### config.mk
export PLATFORM = sky130hd
export DESIGN_NAME = onehot_to_bin_flat
export DESIGN_NICKNAME = d
export VERILOG_FILES = /design/src/rtl/onehot_to_bin_if.sv /design/src/rtl/onehot_to_bin.sv /design/src/flat_wrapper.sv
export SDC_FILE = /design/constraint.sdc
export NUM_CORES = 1
export LEC_CHECK = 0
export ABC_AREA = 1
export CORE_MARGIN = 2
export CORE_UTILIZATION = 50
export CTS_CLUSTER_DIAMETER = 80
export DETAILED_ROUTE_END_ITERATION = 8
export PLACE_DENSITY = 0.89
export SLEW_MARGIN = 25
export SYNTH_ARGS = -nofsm -noshare
export SYNTH_HDL_FRONTEND = slang
export SYNTH_SLANG_ARGS = --single-unit
### constraint.sdc
create_clock -name clk -period 4 [get_ports clk]
set_input_delay 0.8 -clock clk [delete_from_list [all_inputs] [get_ports clk]]
set_output_delay 0.8 -clock clk [all_outputs]
set_load 0.1 [all_outputs]
### src/rtl/onehot_to_bin_if.sv
// Stream bundle for the one-hot to binary encoder: input stream, output stream
// and the malformed-input counter readout.
interface onehot_to_bin_if #(
    parameter int ONE_HOT_W = 16,
    parameter int BIN_W     = 4,
    parameter int ERR_CNT_W = 8
);
    logic [ONE_HOT_W-1:0] one_hot;
    logic                 in_valid;
    logic                 in_ready;
    logic [BIN_W-1:0]     bin;
    logic                 zero_err;
    logic                 multi_err;
    logic                 out_valid;
    logic                 out_ready;
    logic [ERR_CNT_W-1:0] err_cnt;

    modport master (
        output one_hot, in_valid, out_ready,
        input  in_ready, bin, zero_err, multi_err, out_valid, err_cnt
    );

    modport slave (
        input  one_hot, in_valid, out_ready,
        output in_ready, bin, zero_err, multi_err, out_valid, err_cnt
    );
endinterface

### src/rtl/onehot_to_bin.sv
// Registered one-hot to binary encoder with a single output stage, malformed
// input flags and a saturating malformed-input counter.
module onehot_to_bin #(
    parameter int ONE_HOT_W = 16,
    parameter int BIN_W     = 4,
    parameter int ERR_CNT_W = 8
) (
    input logic           clk,
    input logic           reset_n,
    onehot_to_bin_if.slave bus
);
    logic [ONE_HOT_W-1:0] lowest;
    logic [BIN_W-1:0]     enc_bin;
    logic                 enc_zero;
    logic                 enc_multi;
    logic                 in_fire;
    logic                 out_fire;

    logic [BIN_W-1:0]     bin_q;
    logic                 zero_q;
    logic                 multi_q;
    logic                 valid_q;
    logic [ERR_CNT_W-1:0] cnt_q;

    // Isolate the lowest set bit so multi-hot inputs encode to that index.
    always_comb begin
        lowest    = bus.one_hot & (~bus.one_hot + 1'b1);
        enc_bin   = '0;
        for (int i = 0; i < ONE_HOT_W; i++) begin
            if (lowest[i]) enc_bin = enc_bin | BIN_W'(i);
        end
        enc_zero  = ~|bus.one_hot;
        enc_multi = |(bus.one_hot & (bus.one_hot - 1'b1));
    end

    assign bus.in_ready = !valid_q || bus.out_ready;
    assign in_fire      = bus.in_valid && bus.in_ready;
    assign out_fire     = valid_q && bus.out_ready;

    always_ff @(posedge clk) begin
        if (!reset_n) begin
            bin_q   <= '0;
            zero_q  <= 1'b0;
            multi_q <= 1'b0;
            valid_q <= 1'b0;
            cnt_q   <= '0;
        end else begin
            if (in_fire) begin
                bin_q   <= enc_bin;
                zero_q  <= enc_zero;
                multi_q <= enc_multi;
                valid_q <= 1'b1;
                if ((enc_zero || enc_multi) && (cnt_q != {ERR_CNT_W{1'b1}}))
                    cnt_q <= cnt_q + 1'b1;
            end else if (out_fire) begin
                valid_q <= 1'b0;
            end
        end
    end

    assign bus.bin       = bin_q;
    assign bus.zero_err  = zero_q;
    assign bus.multi_err = multi_q;
    assign bus.out_valid = valid_q;
    assign bus.err_cnt   = cnt_q;
endmodule

### src/flat_wrapper.sv
// flat-port wrapper written by rule: the top's interface ports become plain ports
module onehot_to_bin_flat 
#(
    parameter int ONE_HOT_W = 16,
    parameter int BIN_W     = 4,
    parameter int ERR_CNT_W = 8
)
  (clk, reset_n, bus_one_hot, bus_in_valid, bus_out_ready, bus_in_ready, bus_bin, bus_zero_err, bus_multi_err, bus_out_valid, bus_err_cnt);
  onehot_to_bin_if #(.ONE_HOT_W(ONE_HOT_W), .BIN_W(BIN_W), .ERR_CNT_W(ERR_CNT_W)) bus_i ();
  input logic clk;
  input logic reset_n;
  input wire logic [$bits(bus_i.one_hot)-1:0] bus_one_hot;
  input wire logic [$bits(bus_i.in_valid)-1:0] bus_in_valid;
  input wire logic [$bits(bus_i.out_ready)-1:0] bus_out_ready;
  output wire logic [$bits(bus_i.in_ready)-1:0] bus_in_ready;
  output wire logic [$bits(bus_i.bin)-1:0] bus_bin;
  output wire logic [$bits(bus_i.zero_err)-1:0] bus_zero_err;
  output wire logic [$bits(bus_i.multi_err)-1:0] bus_multi_err;
  output wire logic [$bits(bus_i.out_valid)-1:0] bus_out_valid;
  output wire logic [$bits(bus_i.err_cnt)-1:0] bus_err_cnt;
  assign bus_i.one_hot = bus_one_hot;
  assign bus_i.in_valid = bus_in_valid;
  assign bus_i.out_ready = bus_out_ready;
  assign bus_in_ready = bus_i.in_ready;
  assign bus_bin = bus_i.bin;
  assign bus_zero_err = bus_i.zero_err;
  assign bus_multi_err = bus_i.multi_err;
  assign bus_out_valid = bus_i.out_valid;
  assign bus_err_cnt = bus_i.err_cnt;
  onehot_to_bin #(.ONE_HOT_W(ONE_HOT_W), .BIN_W(BIN_W), .ERR_CNT_W(ERR_CNT_W)) u_core (.clk(clk), .reset_n(reset_n), .bus(bus_i));
endmodule
==> summary.md <==
| Metric | Value |
|---|---|
| Mux cell area share after synthesis | `0` |
| Dpl ws | `1.215 ns` |
| Area grow syn2layout | `34.62%` |
| Initial antenna violation count | `0` |
| Layout cells sized above 1 | `0.09910` |
| Register area share after synthesis | `0.2564` |
| Detailed Routing Iterations Pass 1 | `4` |
| Commonest non-fill, non-tap cell in the layout | `nand2_1` |
| Hold Buf Count CTS | `0` |
| Measured slew at the worst slew-check pin | `0.9756 ns` |
| Final WS setup | `1.291 ns` |
| RSZ-0062 raised after global routing | `false` |
| Max_cap viols | `0` |
| Finished Layout Cells | `250` |
| Fillers | `200` |
| Resized cells post-CTS | `0` |
| Critical path class | `flip-flop to primary output` |
| Setup violators final | `0` |
| Most frequent cells in the layout | `nand2_1 (47), clkdlybuf4s50_1 (34), nor2_1 (28)` |
| Worst hold-check path type | `flip-flop to flip-flop` |
| Worst path buffer plus inverter count | `1` |
| Starting DRT DRC Count | `53` |
| Largest family of logic cells by synthesized area | `simple AND/OR/NAND/NOR gates` |
| Max Root-Sink Buffers | `2` |
| Synth Flop Type | `dfxtp_1` |
| Setup crit end | `bus_err_cnt[2]` |
| DRC viols | `0` |
| First-pass GRT wire length | `5.023 mm` |
| GPL Wtd Cong | `0.9359` |
| Grt total ovfl | `0` |
| Fin crit period | `2.709 ns` |
| R2R setup slack | `2.39 ns` |
| Pwr/cell area | `245.2 mW/mm^2` |
| Critical Path Fanout Max | `6` |
| Ports | `36` |
| Nets | `244` |
| Largest net degree at the start of global routing | `15` |
| Post-Synth XOR/XNOR Area | `0.03739` |
| Setup tns final | `0 ns` |
| Synth unique cells | `31` |
| #FFs+latches synth | `15` |
| Slew margin rel. | `0.3475` |
| FF/Latch Area | `300.3 um^2` |
| Initial core utilization | `0.5294` |
| I/O Buffers | `35` |
| Row count | `17` |
| Clock H-tree levels | `1` |
| CP Data Required Time | `3.20 ns` |
| HPWL after detailed placement | `2.492 mm` |
| Synth Area in Simple Gates | `0.5053` |
| Layout Skew | `0.0009979 ns` |
| Die width | `52.40 um` |
| Post-synthesis average cell area | `6.365 um^2` |
| Vias per cell | `5.376` |
| Multi-input gate area | `792.0 um^2` |
| CP Cell Sequence | `clkdlybuf4s50_1` |
| Synth warn | `0` |
| Clock Latency Late Sink | `0.28 ns` |
| Area share of fa/ha/maj cells after synthesis | `0.01068` |
| Crit. path cell count | `1` |
| Cells after Synth | `184` |
| Clock tree root buffer cell | `clkbuf_4` |
| Max frequency | `0.3691 GHz` |
| Ratio of final minimum period to clock period | `0.6773` |
| CTS Buf Count | `3` |
| Number of cells on the worst reg-to-reg path | `8` |
| Slew Viols, Final | `0` |
| Final core occ | `0.7127` |
| Outcome | `finished clean` |
| Nature of the critical path startpoint | `flip-flop` |
| Post-synth EDFFs | `0` |
| Core area | `0.002212 mm^2` |
| CP endpoint kind | `primary output` |
| Arr. time, crit path | `1.91 ns` |
| Vias in the first global route | `1,183` |
| Placed cell count | `246` |
| Cell Area, Synth | `0.001171 mm^2` |
| Fin. Hold Viols | `0` |
| Leak | `0.6630 nW` |
| Reg2reg start | `u_core.bus.err_cnt[0]$_SDFFE_PN0P_` |
| Post-synth ARST share | `0` |
| Compound-cell area share of the yosys netlist | `0.1229` |
| Avg WL per Cell | `12.40 um` |
| Tot GR Track Use | `0.2428` |
| Die Ht | `52.40 um` |
| Die ar. | `0.002745 mm^2` |
| Peak VDD IR | `0.0002082 V` |
| Mapped Nets | `205` |
| Clock Pin Slew Worst Setup and Hold Paths | `0.09 ns` |
| Antenna-violating nets left | `0` |
| Final WL | `3.100 mm` |
| Vias | `1,344` |
| Total Power | `0.3865 mW` |
| CP max stage delay | `1.18 ns` |
| CTS tree | `built` |
| CTS sink cnt | `15` |
| Slowest-stage cell, CP | `clkdlybuf4s50_1` |
| Post-CTS Setup Bufs | `0` |
| Worst reg2reg endpoint | `u_core.bus.err_cnt[0]$_SDFFE_PN0P_` |
| Worst Setup SP | `u_core.bus.err_cnt[2]$_SDFFE_PN0P_` |
| CP delay by family, top | `buffers and inverters` |
| Diode count | `0` |
-- Yosys cell counts, drive strengths merged (3+ instances only) --
cell type	count	area [um^2]
a21oi	11	55.05
dfxtp	15	300.3
inv	20	75.07
nand2	53	214.0
nand3	15	92.59
nand4	9	71.32
nor2	35	173.9
nor3	3	20.02
o21ai	5	25.02
xor2	3	26.28
-- through the flow --
stage | hold WS, ns | instance area (um^2)
after CTS | 0.4757 | 1577
final | 0.4789 | 1577
after global routing | 0.5084 | 1577
after detailed placement | 0.4619 | 1550
after global placement | 0.4533 | 1550
after floorplan | 0.9055 | 1171
-- worst min-delay path by stage --
| stage | depth (start not counted) | end | from | slack [ns] |
|---|---|---|---|---|
| after global placement | 2 | u_core.bus.multi_err$_SDFFE_PN0P_ | u_core.bus.multi_err$_SDFFE_PN0P_ | 0.45 |
| after CTS | 2 | u_core.bus.multi_err$_SDFFE_PN0P_ | u_core.bus.multi_err$_SDFFE_PN0P_ | 0.48 |
| final | 2 | u_core.bus.multi_err$_SDFFE_PN0P_ | u_core.bus.multi_err$_SDFFE_PN0P_ | 0.48 |
| after detailed placement | 2 | u_core.bus.multi_err$_SDFFE_PN0P_ | u_core.bus.multi_err$_SDFFE_PN0P_ | 0.46 |
| after global routing | 2 | u_core.bus.zero_err$_SDFFE_PN0P_ | u_core.bus.zero_err$_SDFFE_PN0P_ | 0.51 |
| after floorplan | 2 | u_core.bus.multi_err$_SDFFE_PN0P_ | u_core.bus.multi_err$_SDFFE_PN0P_ | 0.91 |
-- registers in the layout (all words and copies together) (netlist names) --
name                  count
u_core.bus.multi_err      1
u_core.bus.zero_err       1
u_core.bus.out_valid      1
u_core.bus.bin            4
u_core.bus.err_cnt        8
-- report_power, final --
group	leakage (nW)	internal [mW]	total, mW	switching (mW)
Sequential	0.123	0.156	0.160	0.00426
Combinational	0.525	0.0437	0.139	0.0954
Clock	0.0150	0.0388	0.0875	0.0487
-- kinds of logic after synthesis --
| logic type | count (synthesis) |
|---|---|
| simple gates | 118 |
| compound gates | 24 |
| buf+inv | 21 |
| flops | 15 |
| xor+xnor | 5 |
| fa+ha+maj | 1 |
-- cell type report --
type                            instances  area share
Tap cell                               28     0.02222
Inverter                               20     0.04762
Sequential cell                        15      0.1905
Timing Repair Buffer                   35      0.2206
Multi-Input combinational cell        148      0.5024
Clock buffer                            4     0.01667
-- metal layers --
| metal | global-route usage | wire length, um | up-vias |
|---|---|---|---|
| li1 | - | - | 688 |
| met1 | 0.3088 | 1340 | 587 |
| met2 | 0.4208 | 1459 | 61 |
| met3 | 0.04571 | 264 | 8 |
| met4 | 0.05556 | 35 | 0 |
| met5 | 0 | 0 | - |
Power figures use the tool's default switching activity.
